**config.mk**
```make
export PLATFORM = sky130hd
export DESIGN_NAME = max_reduce_int16_stream
export DESIGN_NICKNAME = d
export VERILOG_FILES = /design/src/rtl/max_reduce_int16_stream.sv
export SDC_FILE = /design/constraint.sdc
export NUM_CORES = 1
export LEC_CHECK = 0
export CAP_MARGIN = 20
export CORE_UTILIZATION = 48
export CTS_CLUSTER_SIZE = 8
export DETAILED_ROUTE_END_ITERATION = 12
export MAX_ROUTING_LAYER = met4
export PLACE_DENSITY = 0.82
export SLEW_MARGIN = 15
export SYNTH_ARGS = -nofsm -noshare
export SYNTH_HDL_FRONTEND = slang
export SYNTH_HIERARCHICAL = 1
export SYNTH_SLANG_ARGS = --single-unit
export TNS_END_PERCENT = 50
```
**constraint.sdc**
```tcl
create_clock -name clk -period 3.3 [get_ports clk]
set_clock_uncertainty 0.2 [all_clocks]
set_input_delay 0.99 -clock clk [delete_from_list [all_inputs] [get_ports clk]]
set_output_delay 0.99 -clock clk [all_outputs]
set_load 0.01 [all_outputs]
```
**src/rtl/max_reduce_int16_stream.sv**
```systemverilog
// Streaming signed max/argmax reducer.
// Accepts one packet of signed elements (terminated by in_last) and returns
// one result beat holding the packet maximum, the index of its first
// occurrence, the element count and a sticky count-overflow flag.
//
// Handshake: a beat moves on either side only in a cycle where valid and
// ready are both high at the rising clock edge; valid/data are held by the
// sender until that happens, and ready never depends combinationally on valid.

// Signed greater-than comparator shared with the pairwise max datapath.
module gt_int_nbit #(
  parameter int WIDTH     = 16,
  parameter int IMPL_TYPE = 0
) (
  input  logic [WIDTH-1:0] a,
  input  logic [WIDTH-1:0] b,
  output logic             gt
);

  if (IMPL_TYPE == 0) begin : g_direct
    // Native signed compare.
    assign gt = $signed(a) > $signed(b);
  end else begin : g_biased
    // Inverting the sign bits maps two's-complement order onto unsigned order.
    logic [WIDTH-1:0] a_biased;
    logic [WIDTH-1:0] b_biased;
    assign a_biased = {~a[WIDTH-1], a[WIDTH-2:0]};
    assign b_biased = {~b[WIDTH-1], b[WIDTH-2:0]};
    assign gt       = a_biased > b_biased;
  end

endmodule

module max_reduce_int16_stream #(
  parameter int WIDTH     = 16,
  parameter int IMPL_TYPE = 0,
  parameter int IDX_WIDTH = 8
) (
  input  logic                 clk,
  input  logic                 rst,
  input  logic                 in_valid,
  output logic                 in_ready,
  input  logic [WIDTH-1:0]     in_data,
  input  logic                 in_last,
  output logic                 out_valid,
  input  logic                 out_ready,
  output logic [WIDTH-1:0]     out_max,
  output logic [IDX_WIDTH-1:0] out_idx,
  output logic [IDX_WIDTH-1:0] out_count,
  output logic                 out_ovf
);

  typedef enum logic [1:0] {
    S_IDLE  = 2'd0,
    S_ACCUM = 2'd1,
    S_DONE  = 2'd2
  } state_t;

  state_t               state_q,     state_d;
  logic [WIDTH-1:0]     max_q,       max_d;
  logic [IDX_WIDTH-1:0] idx_q,       idx_d;
  logic [IDX_WIDTH-1:0] cnt_q,       cnt_d;
  logic                 ovf_q,       ovf_d;
  logic                 in_ready_q,  in_ready_d;
  logic                 out_valid_q, out_valid_d;

  logic in_xfer;
  logic out_xfer;
  logic gt;

  assign in_xfer  = in_valid && in_ready_q;
  assign out_xfer = out_valid_q && out_ready;

  gt_int_nbit #(
    .WIDTH     (WIDTH),
    .IMPL_TYPE (IMPL_TYPE)
  ) u_gt (
    .a  (in_data),
    .b  (max_q),
    .gt (gt)
  );

  // Next-state and running max/argmax/count update; everything holds by default.
  always_comb begin
    state_d = state_q;
    max_d   = max_q;
    idx_d   = idx_q;
    cnt_d   = cnt_q;
    ovf_d   = ovf_q;
    case (state_q)
      S_IDLE: begin
        if (in_xfer) begin
          max_d   = in_data;
          idx_d   = '0;
          cnt_d   = IDX_WIDTH'(1);
          ovf_d   = 1'b0;
          state_d = in_last ? S_DONE : S_ACCUM;
        end
      end
      S_ACCUM: begin
        if (in_xfer) begin
          // Strict greater-than: a tie keeps the earlier index.
          if (gt) begin
            max_d = in_data;
            idx_d = cnt_q;
          end
          cnt_d = cnt_q + IDX_WIDTH'(1);
          if (cnt_q == '1) begin
            ovf_d = 1'b1;
          end
          if (in_last) begin
            state_d = S_DONE;
          end
        end
      end
      S_DONE: begin
        if (out_xfer) begin
          state_d = S_IDLE;
        end
      end
      default: begin
        state_d = S_IDLE;
      end
    endcase
    // Handshake outputs are registered from the next state so they align with it.
    in_ready_d  = (state_d != S_DONE);
    out_valid_d = (state_d == S_DONE);
  end

  // State, datapath and registered handshake flops; reset clears everything.
  always_ff @(posedge clk or posedge rst) begin
    if (rst) begin
      state_q     <= S_IDLE;
      max_q       <= '0;
      idx_q       <= '0;
      cnt_q       <= '0;
      ovf_q       <= 1'b0;
      in_ready_q  <= 1'b0;
      out_valid_q <= 1'b0;
    end else begin
      state_q     <= state_d;
      max_q       <= max_d;
      idx_q       <= idx_d;
      cnt_q       <= cnt_d;
      ovf_q       <= ovf_d;
      in_ready_q  <= in_ready_d;
      out_valid_q <= out_valid_d;
    end
  end

  assign in_ready  = in_ready_q;
  assign out_valid = out_valid_q;
  assign out_max   = max_q;
  assign out_idx   = idx_q;
  assign out_count = cnt_q;
  assign out_ovf   = ovf_q;

endmodule

```
Word level (Yosys, flattened, before mapping)
Cells that the tools add are included.
{ "word_totals": {"ff_bits": 37} }
{ "op_classes": {"n_addsub": 1, "n_lt_le_gt_ge": 1, "n_eq_ne": 9, "n_mux": 21, "n_reduce_logical": 7} }
{ "op_table": {"columns": ["cell", "count"], "rows": [
  ["2-to-1 mux 16 bit", 3],
  ["2-to-1 mux 8 bit", 5],
  ["case mux 16 bit (2 select lines)", 1],
  ["case mux 8 bit (2 select lines)", 2],
  ["greater-than comparator 16 bit", 1],
  ["2-to-1 mux 2 bit", 5],
  ["inequality test 2 bit, second input constant", 5],
  ["adder 8 x 1 -> 8 bit, second input constant", 1],
  ["equality test 8 bit, second input constant", 1],
  ["AND reduction 4 bit", 2],
  ["case mux 2 bit (3 select lines)", 1],
  ["equality test 2 bit, second input constant", 2],
  ["2-to-1 mux 1 bit", 3],
  ["AND reduction 3 bit", 1],
  ["equality test 2 x 1 -> 1 bit, second input constant", 1],
  ["logical AND 1 bit", 2],
  ["zero test 2 bit", 1],
  ["case mux 1 bit (2 select lines)", 1],
  ["nonzero test 2 bit", 1]
]} }

Longest topological paths before layout
Gate-level depths: netlist of run 1.
{ "depth": {"word_depth": 4, "ltp_mapped": 10, "mapped_depth_nobuf": 9} }

By module
Netlist of run 1, hierarchy kept.
{ "modules_own_cells": {"columns": ["module", "n_inst", "cells_each", "area_per_inst_um2", "seq_area_each_um2"], "rows": [
  ["max_reduce_int16_stream", 1, 132, 1626.6, 925.9],
  ["gt_int_nbit", 1, 58, 416.6, 0.0]
]} }

Least setup slack after synthesis of run 1
No wires, ideal clock.
{ "synth_timing": {"path_type": "input to register", "startpoint": "in in_data[1]", "endpoint": "reg max_q[12], in the netlist out_max[12]", "arrival_time_ns": 2.802, "slack_ns": 0.174, "path_stages": 9, "path_buffers": 1, "cell_sequence": "ha_1 -> nor2b_1 -> o211ai_1 -> a2111o_1 -> a31oi_1 -> inv_1 -> a21oi_4 -> buf_4 -> mux2_2"} }
{ "synth_between": {"elab_chain_len": 3} }
{ "synth_rtl": {"columns": ["item", "line", "source"], "rows": [
  ["start, declared", "43", "input logic [WIDTH-1:0] in_data,"],
  ["greater-than comparator 16 bit", "22", "assign gt = $signed(a) > $signed(b);"],
  ["net gt", "69", "logic gt;"],
  ["inequality test 2 bit (no line)", null, null],
  ["AND reduction 4 bit (no line)", null, null],
  ["end signal, assigned", "142", "max_q <= max_d;"],
  ["end, declared", "60", "logic [WIDTH-1:0] max_q, max_d;"]
]} }
The timed path passes the listed nets, and every way through them passes these cells.
A chain may end at the register's enable or synchronous reset.

Final worst setup path of run 1
{ "layout_timing": {"startpoint": "in in_data[1]", "endpoint": "reg max_q[13], in the netlist out_max[13]"} }
Same word-level chain as after synthesis.

==> flow_summary_export.csv, run 1 <==
group,metric,value,unit
cells_and_area,multi_input_area,1110,um^2
synthesis,yosys.area.top_type_share,0.453,
synthesis,synthMuxAreaShare,0.138,
synthesis,synthArstFlopShare,1.00,
grt,antenna_found_initial,0,
synthesis,synth_area_leaders,"dfrtp_1 45%, ha_1 10%, mux2_2 9.9%",
clock_tree,clk_pin_slew,0.08,ns
place,place_hpwl,3010,um
critical_path,worstPathArrival,3.04,ns
floorplan,io-pin-count,56,
sta,rsz0062_at_grt,"no",
grt,grt_pass1_wl,7130,um
clock_tree,cts_root_buf,"clkbuf_8",
synthesis,ys_seq_area_frac,0.453,
grt,grt_overflow_total,0,
synthesis,synth_edf_count,0,
floorplan,start_util,0.504,
grt,grt_max_degree,38,
place,gp_congestion,0.824,
routing,drtIter0Drc,72,
critical_path,path_cells,"dlymetal6s2s_1, ha_4, nor2b_1, o211ai_1, a2111o_1, a31oi_1, inv_1, a21oi_4, clkbuf_16, mux2_2",
routing,final_antenna_net_count,0,
cells_and_area,layout-drive-gt1-share,0.198,
critical_path,cp_max_fo,6,
synthesis,syn_area,2040,um^2
run_status,status,"finished, final reports clean",
critical_path,r2r_slack,0.65,ns
critical_path,reg2reg_to,"out_max[13]",
critical_path,cp-end-kind,"flip-flop",
sta,maxSlewViolCount,0,
routing,drt_first_pass_iters,4,
clock_tree,cts_tree,"built",
routing,routedWlPerCell,15.5,um
cells_and_area,seqCellArea,926,um^2
synthesis,syn-instance-count,190,
pwr,p_leak,1.41,nW
grt,grt_pass1_vias,1621,
routing,vias_per_cell,5.40,
critical_path,crit_path_start_kind,"input port",
routing,drt_wl_total,4770,um
pwr,switchingPower,0.000881,W
synthesis,synth_top_cells_by_count,"37 x dfrtp_1, 29 x inv_1, 18 x mux2_2",
clock_tree,numClockSinks,37,
sta,period_minus_slack,3.07,ns
sta,hold_viol,0,
clock_tree,cts_made_buffers,5,
floorplan,die_h,67.2,um
critical_path,crit_start,"in_data[1]",
synthesis,synth-compound-area-share,0.106,
pwr,power_frac_clock,0.154,
critical_path,critical-path-max-stage-delay,0.41,ns
critical_path,crit_type,"input port to flip-flop",
sta,setup_tns,0,ns
pwr,power_density,811,nW/um^2
pwr,pwr-share-comb,0.527,
place,preCtsSetupSlack,-0.311,ns
pwr,swShare,0.360,
sta,timing.fmax,326,MHz
sta,slew_headroom,0.642,
cells_and_area,nNetsFinal,295,
synthesis,synth-simple-area-share,0.132,
pwr,p_seq_frac,0.319,
cells_and_area,antennaDiodeCount,0,
sta,worst_slew_pin_slew,0.536,ns
clock_tree,insertion_delay,0.29,ns
pwr,p_int,0.00157,W
pwr,total_power,0.00245,W
place,portBuffers,55,
critical_path,r2r-start,"out_max[1]",
critical_path,critPathCapture,"out_max[13]",
floorplan,die-area,4520,um^2
cells_and_area,fill_cells,273,
routing,drc,0,
synthesis,synth.most_common_cell,"dfrtp_1",
synthesis,synthAdderAreaFrac,0.104,
floorplan,dieWidth,67.2,um
clock_tree,clockBufferDepth,2,
synthesis,yosys_register_bits,37,
sta,whs,0.318,ns
critical_path,slowest_stage,"a2111o_1",
synthesis,ys.flop_type,"dfrtp_1",
sta,period_share,0.929,
pwr,ir_drop,0.000509,V
critical_path,worstPathRequired,3.28,ns
grt,grt.total_usage,0.221,
synthesis,synth_nets,228,
clock_tree,ctsHtreeMaxLevel,2,
run,max_cap_viol_count,0,
sta,setup_viol,0,
clock_tree,cts_hold_buf,0,
floorplan,core,4060,um^2
sta,worst_slack,0.234,ns
floorplan,num_rows,23,
cells_and_area,syn_to_final_growth,47.8,%
routing,vias,1659,
synthesis,synth_top_family_by_area,"multiplexers",
synthesis,post-synth-top-area-cell,"dfrtp_1",
synthesis,synth_warnings,6,
hold_path,min_path_type,"flip-flop to flip-flop",
synthesis,synth_xor_area_frac,0,
synthesis,ys_types,35,
synthesis,syn_area_per_cell,10.8,um^2
critical_path,reg2reg_depth,10,
worst min-delay path by stage:
stage | start | endpoint | slack [ns] | cells past startpoint
floorplan | out_ovf | out_ovf | 0.34 | 1
global placement | out_ovf | out_ovf | 0.30 | 1
detailed placement | out_ovf | out_ovf | 0.31 | 1
CTS | out_idx[5] | out_idx[5] | 0.32 | 2
global route | out_max[4] | out_max[4] | 0.35 | 1
finish | out_ovf | out_ovf | 0.32 | 1
cells by family after synthesis:
family                   after synthesis
buffers and inverters                 34
AO/OA/AOI/OAI                         33
multiplexers                          26
adder cells (fa/ha/maj)               17
flip-flops                            37
AND/OR/NAND/NOR                       43
per-stage QoR:
step	instance area, um^2	cells	utilization
floorplan	2040	190	-
global placement	2710	298	0.669
detailed placement	2710	298	0.669
CTS	2830	306	0.696
global route	3020	307	0.744
finish	3020	307	0.744
power groups by stage:
stage	clock, W	combinational, W	sequential (W)
floorplan	0	0.000587	0.000801
global placement	0	0.00109	0.000776
detailed placement	0	0.00112	0.000783
CTS	0.000384	0.00114	0.000778
global route	0.000406	0.00140	0.000809
finish	0.000377	0.00129	0.000782
cells in the final DEF (no fill, tap or decap), types with 2 or more instances in the layout:
cell type / n
mux2_2: 18
mux2i_1: 8
o31ai_1: 3
or4_1: 4
nand3_1: 2
dlymetal6s2s_1: 16
ha_4: 10
a22o_1: 2
o21ai_0: 6
dfrtp_1: 37
nand4_1: 4
nor2b_1: 2
nor2_1: 3
nand2_1: 17
buf_4: 6
clkbuf_8: 5
buf_12: 2
inv_1: 29
a21oi_1: 12
clkdlybuf4s50_1: 39
nor3_1: 2
ha_1: 7
nand2b_1: 2
o21a_1: 2
timing repair:
| action | 4_1_cts | 5_1_grt |
|---|---|---|
| setup endpoints to repair | 1 | 24 |
| pin swaps | 0 | 18 |
| setup buffers | 1 | 0 |
| gates resized for setup | 0 | 28 |
| gates cloned | 0 | 1 |
sequential cells by signal, indices dropped and copies added (netlist names):
name / flops
out_max: 16
out_count: 8
out_idx: 8
state_q: 2
in_ready: 1
out_ovf: 1
out_valid: 1
layout make-up:
class,instances,area share
inverters,29,0.0361
flip-flops and latches,37,0.307
multi-input cells,119,0.366
repair buffers,65,0.236
clock buffers,5,0.0228
clock inverters,2,0.0116
well taps,50,0.0207
critical path: cells and delay by family:
family,cells,cell delay (ns)
compound gates,4,0.86
fa+ha+maj,1,0.27
buf+inv,3,0.44
mux,1,0.34
simple gates,1,0.13
metal layers:
| layer | routed length (um) | global-route usage | up-vias |
|---|---|---|---|
| met2 | 2430 | 0.363 | 45 |
| met1 | 2100 | 0.264 | 810 |
| met4 | 74 | 0.0771 | 0 |
| met5 | 0 | - | - |
| met3 | 169 | 0.0524 | 8 |
| li1 | - | - | 796 |
(Power assumes the default switching activity.)
==> run 2: changes to the inputs <==
CORE_UTILIZATION = 45   (was 48)
PLACE_DENSITY = 0.77   (was 0.82)
==> flow_summary_export.csv, run 2 (synthesis results as in run 1) <==
group,metric,value,unit
routing,final_antenna_net_count,0,
clock_tree,cts_root_buf,"clkbuf_8",
pwr,switchingPower,0.000860,W
place,gp_congestion,0.799,
pwr,swShare,0.356,
cells_and_area,syn_to_final_growth,47.2,%
clock_tree,insertion_delay,0.28,ns
cells_and_area,layout_commonest_cell,"clkdlybuf4s50_1",
critical_path,crit_type,"input port to flip-flop",
hold_path,min_path_type,"flip-flop to flip-flop",
run_status,status,"finished, final reports clean",
critical_path,cp-end-kind,"flip-flop",
pwr,pwr-share-comb,0.518,
routing,routedWlPerCell,13.8,um
cells_and_area,fill_cells,312,
cells_and_area,layout-drive-gt1-share,0.206,
sta,setup_tns,0,ns
routing,drt_wl_total,4260,um
run,max_cap_viol_count,0,
sta,period_minus_slack,3.21,ns
routing,drtIter0Drc,59,
clock_tree,ctsHtreeMaxLevel,2,
floorplan,dieWidth,69.4,um
critical_path,crit_start,"in_data[12]",
clock_tree,clk_pin_slew,0.07,ns
hold_path,hold_path_depth,1,
routing,vias_per_cell,5.10,
hold_path,min_to,"out_ovf",
pwr,power_density,804,nW/um^2
floorplan,core,4350,um^2
sta,whs,0.318,ns
floorplan,io-pin-count,56,
sta,worst_slack,0.0856,ns
cells_and_area,layout_common_cells,"40 x clkdlybuf4s50_1, 37 x dfrtp_1, 29 x inv_1",
grt,grt_max_degree,38,
floorplan,num_rows,24,
grt,grtUsageMet2,0.292,
clock_tree,cts_setup_buffers,0,
grt,grt_overflow_total,0,
routing,vias,1577,
grt,grt.total_usage,0.183,
floorplan,die_h,69.4,um
clock_tree,cts_tree,"built",
clock_tree,clockBufferDepth,2,
floorplan,start_util,0.469,
critical_path,r2r-start,"out_max[1]",
grt,grt_pass1_wl,6840,um
pwr,p_int,0.00156,W
sta,rsz0062_at_grt,"no",
cells_and_area,fin_cells,309,
grt,antenna_found_initial,0,
clock_tree,cts_hold_buf,0,
clock_tree,cts_made_buffers,5,
sta,timing.fmax,311,MHz
critical_path,crit_path_start_kind,"input port",
critical_path,cp_max_fo,6,
critical_path,slowest_stage,"or4_1",
cells_and_area,nNetsFinal,294,
critical_path,path_cells,"clkdlybuf4s50_1, ha_1, nand4_2, or4_1, o21ai_0, a31oi_2, inv_1, a21oi_4, clkbuf_16, mux2_2",
sta,period_share,0.974,
cells_and_area,final_core_util,0.691,
place,dp.cells,300,
hold_path,hp-start,"out_ovf",
sta,setup_viol,0,
sta,worst_slew_pin_slew,0.599,ns
cells_and_area,largest_reg_flops,16,
cells_and_area,antennaDiodeCount,0,
pwr,p_seq_frac,0.320,
grt,met1_usage,0.232,
clock_tree,numClockSinks,37,
place,preCtsSetupSlack,-0.327,ns
critical_path,worstPathArrival,3.19,ns
pwr,power_frac_clock,0.162,
critical_path,critical-path-max-stage-delay,0.52,ns
routing,drt_first_pass_iters,4,
critical_path,reg2reg_to,"out_max[0]",
place,place_hpwl,2940,um
critical_path,reg2reg_depth,10,
grt,grt_pass1_vias,1520,
grt,top_usage_layer,"met2",
sta,maxSlewViolCount,0,
sta,hold_viol,0,
critical_path,worstPathRequired,3.27,ns
floorplan,die-area,4810,um^2
grt,grt_use_met3,0.0349,
pwr,ir_drop,0.000477,V
critical_path,r2r_slack,0.64,ns
sta,slew_headroom,0.600,
pwr,p_leak,1.40,nW
place,portBuffers,55,
routing,drc,0,
run 2: stage by stage:
step                cell area, um^2  total power, W
floorplan                      2040         0.00139
global placement               2700         0.00186
detailed placement             2700         0.00188
CTS                            2820         0.00229
global route                   3010         0.00259
finish                         3010         0.00242
run 2: critical path, delay by kind of cell:
| kind | cells | cell delay (ns) |
|---|---|---|
| compound gates | 3 | 0.28 |
| fa+ha+maj | 1 | 0.31 |
| buf+inv | 3 | 0.72 |
| mux | 1 | 0.26 |
| simple gates | 2 | 0.62 |
run 2: repair_timing:
action,CTS,global route
gates cloned,0,1
gates resized for setup,0,30
endpoints found under the setup margin,18,24
endpoints found under the hold margin,0,0
pin swaps,1,19
run 2: area by class of cell:
class | count | area (um^2) | share of cell area
Tap cell | 52 | 65.1 | 0.0216
Clock buffer | 5 | 68.8 | 0.0229
Sequential cell | 37 | 926 | 0.308
Clock inverter | 3 | 46.3 | 0.0154
Multi-Input combinational cell | 119 | 1100 | 0.365
Inverter | 29 | 109 | 0.0362
Timing Repair Buffer | 64 | 693 | 0.231
run 2: power by group through the flow:
stage	Combinational [W]	Clock (W)	Sequential [W]
after floorplan	0.000587	0	0.000801
after global placement	0.00108	0	0.000776
after detailed placement	0.00110	0	0.000779
after CTS	0.00112	0.000401	0.000773
after global routing	0.00136	0.000420	0.000800
final	0.00125	0.000391	0.000774
run 2: how the worst max path moves through the flow:
stage | to | slack (ns) | depth (start not counted)
after floorplan | out_max[12] | 0.17 | 9
after global placement | out_max[1] | -0.24 | 10
after detailed placement | out_max[1] | -0.33 | 10
after CTS | out_max[1] | 0.007 | 10
after global routing | out_max[2] | 0.005 | 11
final | out_max[0] | 0.09 | 10
run 2: per-layer routing:
layer	vias up	share of wire
met5	-	0
met1	743	0.46
met2	34	0.49
li1	795	-
met4	0	0.013
met3	5	0.033
==> run 3: changes to the inputs <==
CORE_ASPECT_RATIO = 0.6   (was default)
==> flow_summary_export.csv, run 3 (synthesis results as in run 1) <==
group,metric,value,unit
sta,period_share,0.952,
place,dp.cells,310,
critical_path,cp-end-kind,"flip-flop",
pwr,power_density,810,nW/um^2
critical_path,path_cells,"dlymetal6s2s_1, ha_4, nor2b_1, o211ai_1, a2111o_1, a31oi_1, inv_1, a21oi_4, clkbuf_16, buf_4, mux2i_1",
grt,grt_overflow_total,0,
clock_tree,cts_made_buffers,5,
cells_and_area,syn_to_final_growth,52.5,%
critical_path,critical-path-max-stage-delay,0.37,ns
critical_path,slowest_stage,"a2111o_1",
clock_tree,insertion_delay,0.29,ns
floorplan,io-pin-count,56,
critical_path,worstPathRequired,3.29,ns
run,max_cap_viol_count,0,
floorplan,core,4230,um^2
grt,grt_pass1_vias,1537,
clock_tree,numClockSinks,37,
clock_tree,cts_tree,"built",
critical_path,r2r-start,"out_max[1]",
sta,maxSlewViolCount,0,
sta,rsz0062_at_grt,"no",
routing,drt_first_pass_iters,4,
cells_and_area,layout-drive-gt1-share,0.230,
cells_and_area,largest_reg_flops,16,
pwr,p_leak,1.44,nW
floorplan,start_util,0.483,
place,place_area,2730,um^2
cells_and_area,fin_cells,325,
place,portBuffers,55,
clock_tree,ctsHtreeMaxLevel,2,
floorplan,num_rows,18,
pwr,ir_drop,0.000506,V
critical_path,cp_max_fo,6,
clock_tree,clockBufferDepth,2,
clock_tree,cts_hold_buf,0,
critical_path,worstPathArrival,3.14,ns
grt,antenna_found_initial,0,
cells_and_area,nNetsFinal,302,
critical_path,crit_type,"input port to flip-flop",
clock_tree,cts_root_buf,"clkbuf_8",
cells_and_area,layout_commonest_cell,"clkdlybuf4s50_1",
floorplan,dieWidth,89.0,um
routing,drc,0,
clock_tree,clk_pin_slew,0.07,ns
run_status,status,"finished, final reports clean",
routing,final_antenna_net_count,0,
grt,grt.total_usage,0.215,
routing,vias,1675,
routing,routedWlPerCell,15.4,um
critical_path,crit_start,"in_data[1]",
routing,drt_wl_total,4990,um
cells_and_area,final_core_util,0.736,
sta,setup_viol,0,
routing,vias_per_cell,5.15,
hold_path,hp-start,"out_ovf",
cells_and_area,antennaDiodeCount,0,
cells_and_area,layout_common_cells,"39 x clkdlybuf4s50_1, 37 x dfrtp_1, 29 x inv_1",
grt,grt_pass1_wl,7210,um
sta,slew_headroom,0.610,
hold_path,min_path_type,"flip-flop to flip-flop",
critical_path,crit_path_start_kind,"input port",
floorplan,die-area,4820,um^2
floorplan,die_h,54.2,um
sta,worst_slew_pin_slew,0.583,ns
sta,timing.fmax,318,MHz
place,place_hpwl,3340,um
cells_and_area,fill_cells,303,
routing,drtIter0Drc,95,
place,gp_congestion,0.796,
grt,grt_max_degree,38,
cells_and_area,fin_area,3120,um^2
sta,hold_viol,0,
sta,period_minus_slack,3.14,ns
-- run 3: worst max-delay path, delay by kind of cell --
kind                       cells  cell delay [ns]
AOI/OAI and AO/OA              4             0.93
adders and majority gates      1             0.28
buffers and inverters          4             0.58
muxes                          1             0.23
and+or+nand+nor                1             0.12
-- run 3: area by class of cell --
cell class                      instances  area [um^2]  share of cell area
Multi-Input combinational cell        119         1130               0.364
Sequential cell                        37          926               0.297
Timing Repair Buffer                   72          756               0.243
Inverter                               29          109              0.0349
Clock buffer                            7         86.3              0.0277
Tap cell                               60         75.1              0.0241
Clock inverter                          1         30.0             0.00964
-- run 3: worst paths after layout --
check                         endpoint  slack, ns  depth (start not counted)
hold / removal                 out_ovf       0.32                          1
min in group asynchronous  out_max[11]       0.90                          3
setup reg to reg            out_idx[7]       0.57                         11
setup / recovery            out_idx[7]       0.16                         11
hold reg to reg                out_ovf       0.32                          1
max in group asynchronous   out_max[6]       1.67                          3
-- run 3: metal layers --
metal | track usage | vias to the layer above | part of all wire
met4 | 0.103 | 0 | 0.022
met1 | 0.273 | 781 | 0.48
li1 | - | 812 | -
met3 | 0.0644 | 14 | 0.051
met2 | 0.317 | 68 | 0.45
met5 | - | - | 0
-- run 3: timing repair --
item	in CTS	in global routing
resized for setup	0	31
pin swaps	1	19
setup buffers	4	2
endpoints found under the setup margin	16	22
cloned	0	1
-- run 3: report_power, final --
| part | internal (W) | leakage (nW) | switching, W |
|---|---|---|---|
| clock | 0.000246 | 0.0585 | 0.000162 |
| combinational | 0.000765 | 0.919 | 0.000568 |
| sequential | 0.000610 | 0.466 | 0.000173 |
| total | 0.00162 | 1.44 | 0.000903 |
-- run 3: per-stage QoR --
step	total power, W	hold WS [ns]	worst slack, ns	setup TNS, ns
2_1_floorplan	0.00139	0.344	0.174	0
3_3_place_gp	0.00188	0.298	-0.258	-4.50
3_5_place_dp	0.00191	0.304	-0.339	-6.40
4_1_cts	0.00235	0.321	-0.00878	-0.0219
5_1_grt	0.00269	0.354	0.0823	0
6_report	0.00252	0.319	0.157	0
